==> src/rtl/m68k_wb_pkg.sv <==
// Shared types for the 68k DRAM posted-write buffer: FIFO entry, drain FSM
// states and the controller strobe bundle.
package m68k_wb_pkg;

    // Entries carry the widest supported address; narrower tops zero-extend.
    localparam int WB_ADDR_MAX = 32;

    typedef struct packed {
        logic [WB_ADDR_MAX-1:0] addr;
        logic [15:0]            data;
        logic                   uds_l;
        logic                   lds_l;
    } wb_entry_t;

    typedef enum logic [2:0] {
        ST_IDLE     = 3'd0,
        ST_WR_DRIVE = 3'd1,
        ST_WR_WAIT  = 3'd2,
        ST_WR_END   = 3'd3,
        ST_RD_PASS  = 3'd4,
        ST_RD_END   = 3'd5
    } wb_state_t;

    typedef struct packed {
        logic as_l;
        logic uds_l;
        logic lds_l;
        logic we_l;
        logic sel_l;
    } wb_strobes_t;

    localparam wb_strobes_t WB_STROBES_IDLE = '1;

endpackage

==> src/rtl/wb_fifo.sv <==
// Synchronous FIFO of posted-write entries; head is always visible on o_head.
module wb_fifo
    import m68k_wb_pkg::*;
#(
    parameter int DEPTH = 4
) (
    input  logic                       Clock,
    input  logic                       Reset_H,
    input  logic                       i_push,
    input  wb_entry_t                  i_data,
    input  logic                       i_pop,
    output wb_entry_t                  o_head,
    output logic                       o_full,
    output logic                       o_empty,
    output logic [$clog2(DEPTH):0]     o_count
);
    localparam int AW = $clog2(DEPTH);

    wb_entry_t       r_mem [DEPTH];
    logic [AW-1:0]   r_wr_ptr;
    logic [AW-1:0]   r_rd_ptr;
    logic [AW:0]     r_count;
    logic            w_push;
    logic            w_pop;

    assign o_full  = (r_count == (AW+1)'(DEPTH));
    assign o_empty = (r_count == '0);
    assign o_count = r_count;
    assign o_head  = r_mem[r_rd_ptr];
    assign w_push  = i_push && !o_full;
    assign w_pop   = i_pop && !o_empty;

    always_ff @(posedge Clock) begin
        if (w_push)
            r_mem[r_wr_ptr] <= i_data;
    end

    // DEPTH is a power of two, so the pointers wrap by natural overflow.
    always_ff @(posedge Clock) begin
        if (Reset_H) begin
            r_wr_ptr <= '0;
            r_rd_ptr <= '0;
            r_count  <= '0;
        end else begin
            if (w_push) r_wr_ptr <= r_wr_ptr + 1'b1;
            if (w_pop)  r_rd_ptr <= r_rd_ptr + 1'b1;
            case ({w_push, w_pop})
                2'b10:   r_count <= r_count + 1'b1;
                2'b01:   r_count <= r_count - 1'b1;
                default: r_count <= r_count;
            endcase
        end
    end

endmodule

==> src/rtl/m68k_dram_write_buffer.sv <==
// Posted-write buffer between the 68000 bus and the DRAM controller: writes
// get an early Dtack and drain in order; reads wait until all writes drained.
module m68k_dram_write_buffer
    import m68k_wb_pkg::*;
#(
    parameter int DEPTH  = 4,
    parameter int ADDR_W = 32
) (
    input  logic                      Clock,
    input  logic                      Reset_H,
    input  logic [ADDR_W-1:0]         Address,
    input  logic [15:0]               DataIn,
    input  logic                      AS_L,
    input  logic                      UDS_L,
    input  logic                      LDS_L,
    input  logic                      WE_L,
    input  logic                      DramSelect_L,
    output logic [15:0]               DataOut,
    output logic                      Dtack_L,
    output logic [ADDR_W-1:0]         Ctl_Address,
    output logic [15:0]               Ctl_DataIn,
    output logic                      Ctl_AS_L,
    output logic                      Ctl_UDS_L,
    output logic                      Ctl_LDS_L,
    output logic                      Ctl_WE_L,
    output logic                      Ctl_DramSelect_L,
    input  logic [15:0]               Ctl_DataOut,
    input  logic                      Ctl_Dtack_L,
    output logic                      Empty_H,
    output logic [$clog2(DEPTH):0]    Count
);
    wb_state_t     r_state;
    wb_strobes_t   r_strb;
    logic [ADDR_W-1:0] r_ctl_addr;
    logic [15:0]   r_ctl_data;
    logic [15:0]   r_data_out;
    logic          r_dtack_l;
    logic          r_accepted;

    logic          w_cpu_wr;
    logic          w_cpu_rd;
    logic          w_push;
    logic          w_pop;
    logic          w_full;
    logic          w_empty;
    wb_entry_t     w_entry;
    wb_entry_t     w_head;
    wb_strobes_t   w_cpu_strb;

    assign w_cpu_wr   = !AS_L && !DramSelect_L && !WE_L && (!UDS_L || !LDS_L);
    assign w_cpu_rd   = !AS_L && !DramSelect_L && WE_L;
    assign w_push     = w_cpu_wr && !r_accepted && !w_full;
    assign w_pop      = (r_state == ST_WR_WAIT) && !Ctl_Dtack_L;
    assign w_entry    = '{addr: WB_ADDR_MAX'(Address), data: DataIn, uds_l: UDS_L, lds_l: LDS_L};
    assign w_cpu_strb = '{as_l: AS_L, uds_l: UDS_L, lds_l: LDS_L, we_l: WE_L, sel_l: DramSelect_L};

    wb_fifo #(.DEPTH(DEPTH)) u_fifo (
        .Clock   (Clock),
        .Reset_H (Reset_H),
        .i_push  (w_push),
        .i_data  (w_entry),
        .i_pop   (w_pop),
        .o_head  (w_head),
        .o_full  (w_full),
        .o_empty (w_empty),
        .o_count (Count)
    );

    // Drain FSM; writes always win over a pending read so ordering holds.
    always_ff @(posedge Clock) begin
        if (Reset_H) begin
            r_state    <= ST_IDLE;
            r_strb     <= WB_STROBES_IDLE;
            r_ctl_addr <= '0;
            r_ctl_data <= '0;
            r_data_out <= '0;
        end else begin
            case (r_state)
                ST_IDLE: begin
                    if (!w_empty) begin
                        r_state <= ST_WR_DRIVE;
                    end else if (w_cpu_rd) begin
                        r_state    <= ST_RD_PASS;
                        r_strb     <= w_cpu_strb;
                        r_ctl_addr <= Address;
                    end
                end
                ST_WR_DRIVE: begin
                    r_ctl_addr <= w_head.addr[ADDR_W-1:0];
                    r_ctl_data <= w_head.data;
                    r_strb     <= '{as_l: 1'b0, uds_l: w_head.uds_l, lds_l: w_head.lds_l,
                                    we_l: 1'b0, sel_l: 1'b0};
                    r_state    <= ST_WR_WAIT;
                end
                ST_WR_WAIT: begin
                    if (!Ctl_Dtack_L) begin
                        r_strb  <= WB_STROBES_IDLE;
                        r_state <= ST_WR_END;
                    end
                end
                ST_WR_END: begin
                    if (Ctl_Dtack_L) r_state <= ST_IDLE;
                end
                ST_RD_PASS: begin
                    if (AS_L) begin
                        r_strb  <= WB_STROBES_IDLE;
                        r_state <= ST_RD_END;
                    end else begin
                        r_strb     <= w_cpu_strb;
                        r_ctl_addr <= Address;
                        r_data_out <= Ctl_DataOut;
                    end
                end
                ST_RD_END: begin
                    r_strb <= WB_STROBES_IDLE;
                    if (Ctl_Dtack_L) r_state <= ST_IDLE;
                end
                default: r_state <= ST_IDLE;
            endcase
        end
    end

    // Dtack to the CPU: early on a push, mirrored from the controller on a read.
    always_ff @(posedge Clock) begin
        if (Reset_H) begin
            r_accepted <= 1'b0;
            r_dtack_l  <= 1'b1;
        end else if (AS_L) begin
            r_accepted <= 1'b0;
            r_dtack_l  <= 1'b1;
        end else if (w_push) begin
            r_accepted <= 1'b1;
            r_dtack_l  <= 1'b0;
        end else if (r_state == ST_RD_PASS) begin
            r_dtack_l  <= Ctl_Dtack_L;
        end
    end

    assign DataOut          = r_data_out;
    assign Dtack_L          = r_dtack_l;
    assign Ctl_Address      = r_ctl_addr;
    assign Ctl_DataIn       = r_ctl_data;
    assign Ctl_AS_L         = r_strb.as_l;
    assign Ctl_UDS_L        = r_strb.uds_l;
    assign Ctl_LDS_L        = r_strb.lds_l;
    assign Ctl_WE_L         = r_strb.we_l;
    assign Ctl_DramSelect_L = r_strb.sel_l;
    assign Empty_H          = w_empty && (r_state == ST_IDLE);

endmodule

==> config.mk <==
export PLATFORM = sky130hd
export DESIGN_NAME = m68k_dram_write_buffer
export DESIGN_NICKNAME = d
export VERILOG_FILES = /design/src/rtl/m68k_wb_pkg.sv /design/src/rtl/wb_fifo.sv /design/src/rtl/m68k_dram_write_buffer.sv
export SDC_FILE = /design/constraint.sdc
export NUM_CORES = 1
export LEC_CHECK = 0
export CORE_MARGIN = 2
export CORE_UTILIZATION = 45
export CTS_CLUSTER_DIAMETER = 150
export DETAILED_ROUTE_END_ITERATION = 10
export DONT_BUFFER_PORTS = 1
export PLACE_DENSITY_LB_ADDON = 0.08
export SKIP_CTS_REPAIR_TIMING = 1
export SYNTH_ARGS = -nofsm -noshare
export SYNTH_HDL_FRONTEND = slang
export SYNTH_SLANG_ARGS = --single-unit
==> constraint.sdc <==
create_clock -name Clock -period 3.1 [get_ports Clock]
set_input_delay 0.31 -clock Clock [delete_from_list [all_inputs] [get_ports Clock]]
set_output_delay 0.31 -clock Clock [all_outputs]
set_load 0.03 [all_outputs]
==> results.cfg <==
[cells_and_area]
final_cell_mix = edfxtp_1, dfxtp_1, a21oi_1
layout.nets = 858
final_common_cell = edfxtp_1
post-route-util_pct = 54.6
drive_gt1_share_pct = 12.6
stdcell_count = 1124
stdcell_area_um2 = 12700
area_growth_pct = 19.6

[cts]
clkLatencyLatePin_ns = 0.55
path_clk_slew_ns = 0.06
cts_sinks = 283
numCtsBuffers = 30
cts_buffer_depth = 3
cts-root-buf = clkbuf_16
h-tree-depth = 1
cts_tree = built

[pwr]
max-vdd-ir-drop_mv = 0.413
leakagePower_nw = 4.02
power_density_nw_per_um2 = 621

[yosys]
yosys_warnings = 0
synth_nets = 786
ys_seq_area_share_pct = 71.9
avgSynthCellArea_um2 = 15.1
async_reset_ff_share_pct = 0
syn_inst = 708
synth_cell_types = 48
ys_ff_latch = 283
synth_top_flop_cell = edfxtp_1
syn_area_um2 = 10700
synth-edff-count = 200

[floorplanning]
die_h_um = 158
start_util_pct = 45.7
num_rows = 56
ios = 146
die_w_um = 158
core_um2 = 23300
die_area_um2 = 24900

[sta]
fmax_ghz = 0.401
min_period_ns = 2.49
setup_tns_ns = 0
finalSetupViolCount = 0
slew_headroom_pct = 39.4
worst_slew_pin_slew_ns = 0.909
period_share_pct = 80.4
clock_skew_ns = 0.00798
finalHoldViolations = 5
slew_violations = 0
whs_ns = -0.0394
rsz0062_at_grt = no

[route]
drt-initial-drc-count = 320
wl_per_cell_um = 20.5
dr.pass1.iters = 4
detail-route-antenna-nets = 0
drc = 0
avgViaCountPerCell = 5.40
route.vias.total = 6074
drt_wl_total_um = 23000

[setup_path]
cp_max_fo = 7
cp.required_ns = 3.57
worst_setup_path_end_kind = flop
critPathLaunchType = flop
cp.arrival_ns = 2.97
path_class = reg2reg

[placement]
dpl.cell_count = 998
dpl_cell_area_um2 = 11100
hpwl_um = 12800
globalplace.congestion = 0.758
numPortBuffers = 0

[global_routing]
grt_pass1_vias = 5979
grt_max_degree = 51
grt-ovfl-total = 0
antenna_found_initial = 1
track_usage_pct = 17.6
grt_first_pass_wirelength_um = 33300

[run_status]
violations = negative hold slack
outcome = complete, but fails checks

[hold_path]
holdCritPathClass = in2reg

[run]
cap_violations = 0
power by group:
| part | internal (mW) | total [mW] | switching, mW |
|---|---|---|---|
| clock | 1.97 | 3.36 | 1.39 |
| sequential | 4.11 | 4.24 | 0.128 |
| combinational | 0.144 | 0.320 | 0.177 |
| total | 6.22 | 7.92 | 1.70 |
cell type report:
cell class | instances | area [µm²]
Fill cell | 1933 | 10600
Clock buffer | 44 | 885
Antenna cell | 1 | 2.50
Clock inverter | 12 | 60.1
Multi-Input combinational cell | 369 | 2800
Timing Repair Buffer | 86 | 898
Sequential cell | 283 | 7670
Tap cell | 319 | 399
Inverter | 10 | 37.5
worst paths after layout:
path                                        from                        endpoint  slack, ns  cells past startpoint
hold reg to reg          r_accepted$_SDFFE_PP0P_         r_accepted$_SDFFE_PP0P_       0.48                      1
setup / recovery  u_fifo.o_count[2]$_SDFFE_PP0P_  u_fifo.o_count[2]$_SDFFE_PP0P_       0.61                      9
hold / removal                        Address[9]     Ctl_Address[9]$_SDFFE_PP0P_      -0.04                      2
setup reg to reg  u_fifo.o_count[2]$_SDFFE_PP0P_  u_fifo.o_count[2]$_SDFFE_PP0P_       0.61                      9
worst max-delay path, cell delays in order (launching register included):
cell and delay (ns):
dfxtp_1 0.61, or3_1 0.33, nand3_1 0.15, inv_1 0.09, ha_1 0.19, inv_1 0.07, fa_1 0.37, xor2_1 0.17
or3_1 0.31, a21oi_1 0.14
kinds of logic after synthesis:
| group | count (synthesis) | synth area share, % |
|---|---|---|
| XOR/XNOR | 5 | 0.411 |
| AO/OA/AOI/OAI | 155 | 9.48 |
| flip-flops | 283 | 71.9 |
| adder cells (fa/ha/maj) | 6 | 0.775 |
| AND/OR/NAND/NOR | 118 | 5.06 |
| buffers and inverters | 56 | 2.24 |
| multiplexers | 85 | 10.1 |
state kept, by name (all words and copies together), names as in the netlist, named ones only:
| signal | flops |
|---|---|
| u_fifo.r_mem | 200 |
| Ctl_Address | 32 |
| Ctl_DataIn | 16 |
| DataOut | 16 |
| r_state | 3 |
| u_fifo.o_count | 3 |
| u_fifo.r_rd_ptr | 2 |
| u_fifo.r_wr_ptr | 2 |
| Ctl_AS_L | 1 |
| Ctl_DramSelect_L | 1 |
| Ctl_LDS_L | 1 |
| Ctl_UDS_L | 1 |
| Ctl_WE_L | 1 |
| Dtack_L | 1 |
| r_accepted | 1 |
cells in the mapped netlist (2+ instances only):
cell	number	area share, %
clkbuf_1	28	0.99
nand2_1	69	2.4
o31a_1	2	0.16
o21ai_0	4	0.19
mux4_2	18	3.8
nor2_1	19	0.67
edfxtp_1	200	56
o22ai_1	32	1.9
inv_1	10	0.35
and2_1	4	0.23
a21oi_1	71	3.3
nor4_1	4	0.23
o21a_1	2	0.14
mux2i_1	66	6.2
or3_1	3	0.18
ha_1	5	0.59
o2bb2ai_1	32	2.6
nand2b_1	4	0.23
xor2_1	4	0.33
buf_2	17	0.80
dfxtp_1	83	16
nand3_1	2	0.094
nor3_1	2	0.094
a211o_1	3	0.25
metal layers:
layer  part of all wire, %  track usage (%)  wire length [µm]  vias to the layer above
met2                    51             30.8             11700                      154
met4                   2.0             5.06               461                        0
li1                      -                -                 -                     2856
met5                     0                0                 0                        -
met1                    41             21.5              9450                     3026
met3                   6.0             4.74              1380                       38
metrics by stage:
step / setup slack [ns] / power (mW)
floorplan: 0.118 / 4.47
global placement: 0.724 / 4.52
detailed placement: 0.652 / 4.53
CTS: 0.631 / 7.90
global route: 0.481 / 8.20
finish: 0.608 / 7.92
Note: power is estimated with default switching activity, not from simulation.
